--- src/rtl/uart_tx_scheduler.sv ---
// Round-robin packet scheduler in front of a single UART transmitter.
// Frames each granted packet as header, payload bytes and a checksum trailer.
module uart_tx_scheduler #(
   parameter int unsigned NUM_REQ       = 4,
   parameter logic [3:0]  HDR_TAG       = 4'hA,
   parameter int unsigned STALL_TIMEOUT = 65535
) (
   input  logic                 clk,
   input  logic                 rst,
   input  logic [NUM_REQ-1:0]   req_valid,
   input  logic [8*NUM_REQ-1:0] req_data,
   input  logic [NUM_REQ-1:0]   req_last,
   output logic [NUM_REQ-1:0]   req_ready,
   output logic [7:0]           tx_data,
   output logic                 tx_en,
   input  logic                 tx_finish,
   output logic                 busy,
   output logic [3:0]           grant_id,
   output logic                 pkt_done,
   output logic                 pkt_abort
);

   localparam logic [2:0] IDLE     = 3'd0;
   localparam logic [2:0] HDR      = 3'd1;
   localparam logic [2:0] WAIT_HDR = 3'd2;
   localparam logic [2:0] FETCH    = 3'd3;
   localparam logic [2:0] LAUNCH   = 3'd4;
   localparam logic [2:0] WAIT_PAY = 3'd5;
   localparam logic [2:0] SUM      = 3'd6;
   localparam logic [2:0] WAIT_SUM = 3'd7;

   localparam logic [4:0] NREQ = 5'(NUM_REQ);

   logic [2:0]         state;
   logic [3:0]         rr_ptr;
   logic [7:0]         sum;
   logic [7:0]         pay_byte;
   logic               pay_last;
   logic               abort;
   logic [7:0]         tx_hold;
   logic [7:0]         launch_byte;
   logic [15:0]        stall_cnt;
   logic [16:0]        stall_nxt;
   logic               stall_hit;
   logic               pick_found;
   logic [3:0]         pick_id;
   logic [4:0]         idx;
   logic [NUM_REQ-1:0] vshift;
   logic [4:0]         next_rr;
   logic [7:0]         cur_byte;
   logic [NUM_REQ-1:0] cur_vsh;
   logic [NUM_REQ-1:0] cur_lsh;

   // Round-robin pick: first valid source at or after rr_ptr
   always_comb begin
      pick_found = 1'b0;
      pick_id    = '0;
      idx        = '0;
      vshift     = '0;
      for (int k = 0; k < NUM_REQ; k++) begin
         idx = {1'b0, rr_ptr} + 5'(k);
         if (idx >= NREQ) idx = idx - NREQ;
         vshift = req_valid >> idx;
         if (!pick_found && vshift[0]) begin
            pick_found = 1'b1;
            pick_id    = idx[3:0];
         end
      end
   end

   assign cur_byte  = 8'(req_data >> {grant_id, 3'b000});
   assign cur_vsh   = req_valid >> grant_id;
   assign cur_lsh   = req_last >> grant_id;
   assign stall_nxt = {1'b0, stall_cnt} + 17'd1;
   assign stall_hit = (STALL_TIMEOUT != 0) &&
                      (stall_nxt == 17'(STALL_TIMEOUT));
   assign next_rr   = {1'b0, grant_id} + 5'd1;

   assign busy      = (state != IDLE);
   assign tx_en     = (state == HDR) || (state == LAUNCH) ||
                      (state == SUM);
   assign req_ready = (state == FETCH) ? (NUM_REQ'(1) << grant_id) : '0;
   assign tx_data   = launch_byte;

   // Byte presented to the UART; holds the last launched value otherwise
   always_comb begin
      launch_byte = tx_hold;
      case (state)
         HDR:     launch_byte = {HDR_TAG, grant_id};
         LAUNCH:  launch_byte = pay_byte;
         SUM:     launch_byte = abort ? ~sum : sum;
         default: launch_byte = tx_hold;
      endcase
   end

   // Packet framing FSM, checksum, stall timer and round-robin pointer
   always_ff @(posedge clk) begin
      if (rst) begin
         state     <= IDLE;
         rr_ptr    <= '0;
         grant_id  <= '0;
         sum       <= '0;
         pay_byte  <= '0;
         pay_last  <= 1'b0;
         abort     <= 1'b0;
         tx_hold   <= '0;
         stall_cnt <= '0;
         pkt_done  <= 1'b0;
         pkt_abort <= 1'b0;
      end else begin
         pkt_done  <= 1'b0;
         pkt_abort <= 1'b0;
         if (tx_en) tx_hold <= launch_byte;
         case (state)
            IDLE: begin
               if (pick_found) begin
                  grant_id <= pick_id;
                  state    <= HDR;
               end
            end
            HDR: begin
               sum   <= {HDR_TAG, grant_id};
               state <= WAIT_HDR;
            end
            WAIT_HDR: begin
               if (tx_finish) begin
                  stall_cnt <= '0;
                  state     <= FETCH;
               end
            end
            FETCH: begin
               if (cur_vsh[0]) begin
                  pay_byte <= cur_byte;
                  pay_last <= cur_lsh[0];
                  sum      <= sum + cur_byte;
                  state    <= LAUNCH;
               end else begin
                  stall_cnt <= stall_nxt[15:0];
                  if (stall_hit) begin
                     abort <= 1'b1;
                     state <= SUM;
                  end
               end
            end
            LAUNCH: state <= WAIT_PAY;
            WAIT_PAY: begin
               if (tx_finish) begin
                  stall_cnt <= '0;
                  state     <= pay_last ? SUM : FETCH;
               end
            end
            SUM: state <= WAIT_SUM;
            WAIT_SUM: begin
               if (tx_finish) begin
                  pkt_done  <= ~abort;
                  pkt_abort <= abort;
                  abort     <= 1'b0;
                  rr_ptr    <= (next_rr >= NREQ) ? 4'd0 : next_rr[3:0];
                  state     <= IDLE;
               end
            end
            default: state <= IDLE;
         endcase
      end
   end

endmodule
--- config.mk ---
export PLATFORM = sky130hd
export DESIGN_NAME = uart_tx_scheduler
export DESIGN_NICKNAME = d
export VERILOG_FILES = /design/src/rtl/uart_tx_scheduler.sv
export SDC_FILE = /design/constraint.sdc
export NUM_CORES = 1
export LEC_CHECK = 0
export CORE_MARGIN = 4
export CORE_UTILIZATION = 55
export CTS_CLUSTER_SIZE = 30
export DETAILED_ROUTE_END_ITERATION = 10
export GPL_TIMING_DRIVEN = 0
export PLACE_DENSITY = 0.93
export SLEW_MARGIN = 20
export SYNTH_ARGS = -nofsm -noshare
export SYNTH_HDL_FRONTEND = slang
export SYNTH_SLANG_ARGS = --single-unit
--- constraint.sdc ---
create_clock -name clk -period 3.45 [get_ports clk]
set_input_delay 0.69 -clock clk [delete_from_list [all_inputs] [get_ports clk]]
set_output_delay 0.69 -clock clk [all_outputs]
set_load 0.005 [all_outputs]
==> Word level (Yosys, flattened, before mapping) <==
Cells that the tools add are included.
{ "word_totals": {"wordCells": 110, "reg_bits": 55, "input_bits": 43} }
{ "classes": {"n_shift": 8, "reduce_logical": 22, "add_sub_neg": 10, "n_lt_le_gt_ge": 5, "n_eq_ne": 17, "n_bitwise": 4, "muxes": 33} }
{ "op_table": {"columns": ["cell", "count"], "rows": [
  ["16-bit two-way mux", 2],
  ["16-bit case mux with 2 select lines", 1],
  ["32-bit by 7-bit >> shifter with 8-bit output", 1],
  ["4-bit two-way mux", 6],
  ["3-bit case mux with 8 select lines", 1],
  ["8-bit case mux with 3 select lines", 1],
  ["3-bit two-way mux", 7],
  ["5-bit by 3-bit greater-or-equal comparator with 1-bit output (second input constant)", 4],
  ["5-bit two-way mux", 4],
  ["4-bit by 5-bit >> shifter with 1-bit output", 4],
  ["16-bit by 1-bit adder with 17-bit output (second input constant)", 1],
  ["17-bit by 16-bit == test with 1-bit output (second input constant)", 1],
  ["8-bit two-way mux", 2],
  ["8-bit case mux with 2 select lines", 1],
  ["5-bit by 3-bit subtractor with 5-bit output (second input constant)", 3],
  ["2-bit inequality test (second input constant)", 7],
  ["3-bit == test (second input constant)", 4],
  ["4-bit by 1-bit adder with 5-bit output (second input constant)", 2],
  ["4-bit by 2-bit adder with 5-bit output (second input constant)", 2],
  ["8-bit adder", 1],
  ["8-bit NOT", 1],
  ["2-bit AND reduction", 4],
  ["4-bit by 4-bit >> shifter with 1-bit output", 2],
  ["1-bit two-way mux", 7],
  ["20 further kinds", 30]
]} }

==> Depth between registers and ports, before layout <==
{ "depth": {"ltp_word": 15, "ltp_mapped": 14, "ltp_nobuf": 12} }

==> Least setup slack after synthesis <==
Ideal clock, no wire load.
{ "synth_timing": {"path_kind": "register -> register", "from": "reg grant_id[1]", "to": "reg sum[7]", "stages_incl_launch_ff": 13, "path_slack_ns": 0.625, "path_buffers": 2, "t_arrival_ns": 2.706, "synth_period_minus_slack_ns": 2.825, "setup_time_ns": 0.119, "cell_sequence": "dfxtp_1 > buf_4 > or3b_1 > buf_4 > o22ai_1 > ha_1 > a21o_1 > a21oi_1 > o21ai_0 > o41ai_1 > xor2_1 > a21oi_1 > o221a_1"} }
{ "synth_via": {"elab_chain_len": 4, "elab_cells_between_ends": 7, "cone_classes": "add/sub: 1; eq/ne: 1; shift: 2; mux: 2; reduce/logical: 1"} }
{ "synth_lines": {"columns": ["item", "line", "rtl"], "rows": [
  ["start: declaration", "18", "output logic [3:0] grant_id,"],
  ["start signal: assignment", "117", "grant_id <= pick_id;"],
  ["32-bit by 7-bit >> shifter with 8-bit output", "71", "assign cur_byte = 8'(req_data >> {grant_id, 3'b000});"],
  ["net cur_byte[1]", "50", "logic [7:0] cur_byte;"],
  ["8-bit adder", "135", "sum <= sum + cur_byte;"],
  ["8-bit two-way mux", "132", "if (cur_vsh[0]) begin"],
  ["8-bit case mux with 2 select lines", "114", "case (state)"],
  ["end signal: assignment", "122", "sum <= {HDR_TAG, grant_id};"],
  ["end signal: assignment", "135", null],
  ["end: declaration", "36", "logic [7:0] sum;"]
]} }
The timed path passes the listed nets, and every way through them passes these cells. The select of a mux whose other input is x is not followed.
A chain may end at the register's enable or synchronous reset.

==> Final worst setup path <==
{ "layout_timing": {"from": "reg rr_ptr[0]", "to": "reg state[0]"} }
{ "layout_via": {"elab_chain_len": 15, "elab_cells_between_ends": 31, "cone_classes": "add/sub: 7; order compare: 4; eq/ne: 1; shift: 4; mux: 8; reduce/logical: 7"} }
{ "layout_lines": {"columns": ["item", "line", "rtl"], "rows": [
  ["start: declaration", "35", "logic [3:0] rr_ptr;"],
  ["start signal: assignment", "158", "rr_ptr <= (next_rr >= NREQ) ? 4'd0 : next_rr[3:0];"],
  ["parallel branches: the longest is 12 deep, another holds 4-bit by 1-bit adder with 5-bit output", null, null],
  ["1-bit two-way mux (*)", "64", "if (!pick_found && vshift[0]) begin"],
  ["2-bit inequality test (no line) (*)", null, null],
  ["5-bit AND reduction (no line) (*)", null, null],
  ["end signal: assignment", "149", "state <= pay_last ? SUM : FETCH;"],
  ["end: declaration", "34", "logic [2:0] state;"]
]} }
Mark *: on every way between the ends.

==> flow_summary.ini <==
[outcome]
outcome = completed

[floorplanning]
start_util_pct = 57.9
fp.dieH_um = 93.5
die_area_mm2 = 0.00874
die_x_um = 93.5
rows = 30
core_area_mm2 = 0.00694
io_pins = 63

[synthesis]
synthCells = 503
synth_xor_area_share_pct = 6.32
synth_area_leaders = dfxtp_1, ha_1, mux2i_1
muxShareOfSynthArea_pct = 10.2
synth_compound_area_share_pct = 17.5
synthAdderAreaFrac_pct = 8.59
syn-num-nets = 573
netlist.area_leader.share_pct = 27.4
avgSynthCellArea_um2 = 7.99
synth_top_family_by_area = simple AND/OR/NAND/NOR gates
yosysWarningCount = 0
yosysTopAreaCell = dfxtp_1
synth_cell_type_count = 65
synth_seq_area_share_pct = 27.4
synth_edf_count = 0
ys_seq_elements = 55
synthArstFlopShare_pct = 0
yosys_most_used_dff = dfxtp_1
synthSimpleGateAreaFrac_pct = 23.5
syn_area_mm2 = 0.00402

[pwr]
power_density_mw_per_mm2 = 334
ir_drop_mv = 0.196
leakage_nw = 1.80

[setup_path]
endpoint_kind = flop
crit_arrival_ps = 3490
cp-start-kind = flop
critPathKind = flop to flop
cp.required_ps = 3650
crit_fanout = 10

[global_route]
overflow = 0
grt_pass1_wl_um = 17100
grt_pass1_vias = 3766
grt_max_degree = 17
antenna_found_initial = 0
grt_util_all_layers_pct = 24.0

[placement]
dp_hpwl_um = 8000
io_buffers = 61
finalWeightedCongestion = 0.940
dp_slack_ps = 101

[finish]
n_antenna_cell = 0
multi_input_area_mm2 = 0.00267
regArea_mm2 = 0.00110
final_common_cell = clkdlybuf4s50_1
drive_gt1_share_pct = 7.87
layout_common_cells = clkdlybuf4s50_1, nor2_1, dfxtp_1, nand2_1, o21ai_0
fill_cells = 511
syn2layout_area_growth_pct = 20.9
layout.nets = 641
final_core_util_pct = 70.0

[cts]
clk-insertion-delay-late_ps = 320
cts_setup_buffers = 0
htreeDepth = 2
cts.sinks = 55
clk_pin_slew_worst_paths_ps = 100
cts.hold.buffers_added = 0
cts_tree = done
cts_buffers = 5
cts-root-buf = clkbuf_8
cts.path.max_buffers = 2

[detailed_routing]
drt-initial-drc-count = 335
met1Wirelength_um = 4230
wl_met2_um = 5160
wl_met3_um = 766
avgRoutedWirePerCell_um = 15.6
finalWirelength_um = 10400
highest_layer = met4
drc_errors = 0
vias = 3982
drtAntennaViolNets = 0
avgViaCountPerCell = 5.96
firstDrtPassIters = 5

[sta]
maxSlewViolCount = 0
period_needed_ps = 3280
fin_skew_ps = 11.1
fin_crit_sh_pct = 95.1
setup-tns-final_ps = 0
rsz0062_at_grt = no
max_freq_mhz = 305
fin_ws_ps = 168
slew_headroom_pct = 35.0
hold_viol = 0
setup_viol = 0
holdWs_ps = 492
worst_pin_slew_ps = 963

[min_path]
hold_class = flop to flop

[job]
maxCapViolCount = 0
repair_timing:
item	4_1_cts	5_1_grt
gates resized for setup	0	6
hold endpoints to repair	0	0
endpoints found under the setup margin	0	7
state kept, by name, summed over array words and instances (netlist names), 3 cells and up:
name	count
sum	8
grant_id	4
stall_cnt	16
pay_byte	8
tx_hold	8
rr_ptr	4
state	3
kinds of logic (layout without fill, tap and decap cells):
kind of cell,Yosys count,in the layout
adder cells (fa/ha/maj),27,27
buffers and inverters,53,122
AND/OR/NAND/NOR,197,197
AO/OA/AOI/OAI,108,108
XOR/XNOR,29,29
flip-flops,55,55
multiplexers,34,34
path summary, 6_finish.rpt:
kind	start	slack, ps	to	cells after the start
max	rr_ptr[0]	170	state[0]	10
min	stall_cnt[15]	490	stall_cnt[15]	2
max reg2reg	rr_ptr[0]	170	state[0]	10
min reg2reg	stall_cnt[15]	490	stall_cnt[15]	2
power breakdown:
part | total (W) | switching [W] | internal [W]
logic | 0.000557 | 0.000293 | 0.000263
clock network | 0.000381 | 0.000216 | 0.000165
registers | 0.000687 | 0.0000221 | 0.000665
stage by stage:
stage / area, µm² / std cells / power (W)
after floorplan: 4020 / 503 / 0.00105
after global routing: 4860 / 668 / 0.00170
after global placement: 4750 / 660 / 0.00122
after detailed placement: 4750 / 660 / 0.00124
final: 4860 / 668 / 0.00162
after CTS: 4850 / 668 / 0.00161
final cells by class:
type | instances | area share, %
buffer | 28 | 3.42
clock buffer | 7 | 1.78
clock inverter | 1 | 0.180
inverter | 25 | 2.01
multi-input combinational | 395 | 54.9
sequential | 55 | 22.7
tap | 96 | 2.47
timing repair buffer | 61 | 12.6
routing by layer:
metal  vias to the layer above  track usage, %
li1                       1909               -
met1                      1843            28.1
met2                       192            41.8
met3                        38            4.67
met4                         0            10.9
met5                         -               0
critical path, cell delays in order (launching register included):
cell and delay [ps]:
dfxtp_1 510, buf_6 200, inv_1 80, ha_1 270, xnor2_1 220, inv_1 70, ha_1 220, o311ai_0 800
nand3_1 200, mux2_2 310, o32a_1 290
cell usage after synthesis, types with 5 or more instances:
cell and count:
nor2_1 59, ha_1 26, mux2i_1 26, xor2_1 11, inv_1 24, nand3_1 17
xnor2_1 18, dfxtp_1 55, o22ai_1 9, nor3b_1 5, a21oi_1 22, buf_6 5
nand3b_1 7, or3_1 5, nand2_1 50, clkbuf_1 12, o21ai_0 35, o211ai_1 5
and2_1 12, nor3_1 17, buf_2 5
Note: power is estimated with default switching activity, not from simulation.
==> patch 1: new RTL, same settings <==
Change the parameter `NUM_REQ` from 4 to 2.
--- a/src/rtl/uart_tx_scheduler.sv
+++ b/src/rtl/uart_tx_scheduler.sv
@@ -2,5 +2,5 @@
 // Frames each granted packet as header, payload bytes and a checksum trailer.
 module uart_tx_scheduler #(
-   parameter int unsigned NUM_REQ       = 4,
+   parameter int unsigned NUM_REQ       = 2,
    parameter logic [3:0]  HDR_TAG       = 4'hA,
    parameter int unsigned STALL_TIMEOUT = 65535
Ports: changed (resized req_data, req_last, req_ready and req_valid); port bits go from 63 to 41. The function was not compared with the original's and may differ.
==> patch 1 against the original RTL <==
Utilization fell by 3.9 points. Combinational power fell by 29%. Synthesized cell count decreased by 6.8%. Sequential share of layout area rose by 3.5 points. Via count shrank 8.5%. Wire length down 6.0%. Area after synthesis shrank 10%. Sequential cell count stayed put. Power is 9.8% lower. Worst setup slack gained 0.0078 ns. Count of clock-buffer cells in the layout is 1 lower. Maximum frequency increased by 0.24%. Final area decreased by 14%. Largest cell class unchanged.
==> patch 1: results (changes against the original RTL) <==
Netlist cell types - 66 (+1.5%)
Max VDD drop - 0.202 mV (+3.0%)
M2 GR Usage - 42.8% (+1.0 points)
total routed wirelength - 9820 um (-6.0%)
#MultiIn Comb - 360 (-8.9%)
Post-DP Area - 4090 um2 (-14%)
Multi-input gate area - 2300 um2 (-14%)
Tightest Pin Transition - 0.710 ns (-0.253 ns)
Leak - 1.48 nW (-18%)
GR met3 Demand/Resource - 4.42% (-0.24 points)
Final nets - 555 (-13%)
met2 wire length - 4650 um (-9.9%)
slowest cell on the critical path - or3_1
cell internal pwr - 0.000995 W (-9.0%)
Clock Skew - 0.0160 ns (+0.00489 ns)
Initial DRC Count - 375 (+12%)
I/O Buffers - 38 (-38%)
outcome - completed
met3 wire length - 788 um (+2.9%)
Final HPWL DP - 7290 um (-8.9%)
Mapped Nets - 510 (-11%)
met1 Track Usage GR - 33.9% (+5.8 points)
Post-Layout Cell Count - 592 (-11%)
Non-clk invs - 19 (-24%)
num sequential - 55 (unchanged)
Non-clk bufs - 73 (-18%)
cell total after placement - 584 (-12%)
clock-cell share of area - 2.35% (+0.40 points)
buffering overhead - 12.8% (-3.2 points)
Global Route Usage Sum - 25.8% (+1.8 points)
vias in the first global route - 3466 (-8.0%)
WP data arrival - 3.50 ns (about the same)
Biggest register - stall_cnt
Seq/Total Area, Yosys - 30.5% (+3.1 points)
Rows - 29 (-3.3%)
fillcell total - 512 (+0.20%)
worst slack, placed - -0.286 ns (-0.386 ns)
vias after detailed routing - 3643 (-8.5%)
largest net degree at the start of global routing - 18 (+1)
Worst path max stage delay - 0.47 ns (-0.33 ns)
global-route wire length before repair - 16400 um (-4.5%)
area taken by flip-flops and latches - 1100 um2 (-0.11%)
RD Place Congestion - 0.936 (-0.47%)
post-synthesis area per instance - 7.71 um2 (-3.6%)
-- patch 1: cell count changes after synthesis, moves of 6 or more --
cell	delta
nand3_1	-7
mux2i_1	-13
xnor2_1	-6
nor2b_1	+11
clkbuf_1	+11
xor2_1	-6
o22ai_1	-7
nor2_1	-8
o21ai_0	-13
a21oi_1	+23
ha_1	-9
a211oi_1	+7
-- patch 1: logic make-up after synthesis --
logic type,synth area share (%)
xor+xnor,4.12
flops,30.5
buf+inv,6.26
fa+ha+maj,6.44
simple gates,25.3
mux,3.91
compound gates,23.5
-- patch 1: worst paths after layout --
path / start / end / slack, ns
setup / recovery: grant_id[2] / sum[7] / 0.18
setup reg to reg: grant_id[2] / sum[7] / 0.18
hold / removal: pay_byte[6] / pay_byte[6] / 0.47
hold reg to reg: pay_byte[6] / pay_byte[6] / 0.47
-- patch 1: through the flow --
stage	utilization (%)	hold slack, ns
3_5_place_dp	64.4	0.453
2_1_floorplan	-	0.433
4_1_cts	66.0	0.468
5_1_grt	66.1	0.492
3_3_place_gp	64.4	0.445
6_report	66.1	0.468
-- patch 1: critical path: cells and delay by family (launching register included) --
family,cells,cell delay (ns)
AO/OA/AOI/OAI,4,1.05
adder cells (fa/ha/maj),1,0.30
buffers and inverters,2,0.49
flip-flops,1,0.32
AND/OR/NAND/NOR,3,1.02
-- patch 1: power by group through the flow --
stage               sequential, W  clock [W]  combinational (W)
floorplan                0.000691          0           0.000250
global placement         0.000697          0           0.000369
detailed placement       0.000698          0           0.000379
CTS                      0.000683   0.000390           0.000382
global route             0.000688   0.000414           0.000431
finish                   0.000685   0.000388           0.000393
==> patch 2: new RTL, same flow settings <==
Without the edit above. Make the reset (`rst`) asynchronous in one clocked block.
--- a/src/rtl/uart_tx_scheduler.sv
+++ b/src/rtl/uart_tx_scheduler.sv
@@ -95,5 +95,5 @@
 
    // Packet framing FSM, checksum, stall timer and round-robin pointer
-   always_ff @(posedge clk) begin
+   always_ff @(posedge clk or posedge rst) begin
       if (rst) begin
          state     <= IDLE;
Check against the original RTL: differs if rst is asserted again (counterexample within 4 cycles, from zero or initial values and one cycle with rst high); with rst held inactive, the same outputs for 10 cycles.
==> patch 2 against the original RTL <==
Worst setup slack improved by 0.0086 ns. Area after synthesis grew 5.3%. Sequential cell count stayed put. Wire length fell by 0.32%. Final area increased by 4.1%. Critical endpoint is now tx_data[3].
Power is not compared: it rests on default switching activity, and its combinational part moved more than twofold at a synthesized area within 25%.
==> patch 2: results (changes against the original RTL) <==
outcome - completed
met2 wire length - 5360 um (+3.8%)
Synth area leaders - dfrtp_1 (33%), ha_1 (7.7%), mux4_2 (7.4%)
RD Place Congestion - 0.946 (+0.63%)
Final HPWL DP - 8010 um (+0.13%)
drt via density - 6.28 (+5.4%)
Worst R2R End - sum[7]
met3 wire length - 693 um (-9.5%)
cell total after placement - 620 (-6.1%)
fmax - 0.305 GHz (+0.26%)
M2 GR Usage - 43.8% (+2.0 points)
Synth top cells by count - dfrtp_1 (55), nand2_1 (34), nor2_1 (34)
Clock Skew - 0.0123 ns (+0.00122 ns)
R2R setup slack - 0.33 ns (+0.16 ns)
worst slack, placed - -0.0228 ns (-0.123 ns)
Mapped Nets - 529 (-7.7%)
vias in the first global route - 3951 (+4.9%)
Post-Layout Cell Count - 625 (-6.4%)
Synth async-reset ratio - 100% (+100 points)
global-route wire length before repair - 17800 um (+3.8%)
met1 wire length - 4140 um (-2.0%)
WP data arrival - 2.58 ns (-0.91 ns)
Critical Path Start - abort
worst r2r src - grant_id[1]
fillcell total - 539 (+5.5%)
Initial DRC Count - 297 (-11%)
area fraction in compound gates after synthesis - 19.5% (+2.0 points)
Synth Flop Type - dfrtp_1
R2R depth - 11 (+1)
Seq/Total Area, Yosys - 32.5% (+5.1 points)
Post-DP Area - 4980 um2 (+4.8%)
utilization after layout - 68.7% (-1.3 points)
largest net degree at the start of global routing - 56 (+39)
total routed wirelength - 10400 um (-0.32%)
hold_ws - 0.510 ns (+0.0183 ns)
post-synthesis xor/xnor area fraction - 5.17% (-1.1 points)
ratio of cells with drive above 1 in the final layout - 10.8% (+3.0 points)
Hold Path End - pay_byte[1]
Global Route Usage Sum - 24.1% (+0.19 points)
Final nets - 597 (-6.9%)
[patch 2: area by class of cell]
cell class | count | area share (%)
multi-input cells | 355 | 52.0
flip-flops and latches | 55 | 27.2
repair buffers | 62 | 12.3
plain buffers | 25 | 2.84
well taps | 99 | 2.45
inverters | 23 | 1.75
clock buffers | 5 | 1.36
clock inverters | 1 | 0.148
[patch 2: what timing repair did]
action,4_1_cts,5_1_grt
buffers inserted,0,0
gates resized for setup,0,4
endpoints found under the setup margin,0,10
[patch 2: where the power goes]
part | internal, W | leakage [nW] | switching, W | total [W]
registers | 0.000843 | 0.696 | 0.000166 | 0.00101
clock network | 0.000135 | 0.0361 | 0.000205 | 0.000340
logic | 0.00119 | 1.33 | 0.00136 | 0.00255
[patch 2: critical path, stage by stage (launching register included)]
cell and delay [ns]:
dfrtp_1 0.40, buf_1 0.56, xnor2_1 0.17, a211oi_1 0.35, a211oi_1 0.11, a21oi_1 0.16
clkdlybuf4s50_1 0.52
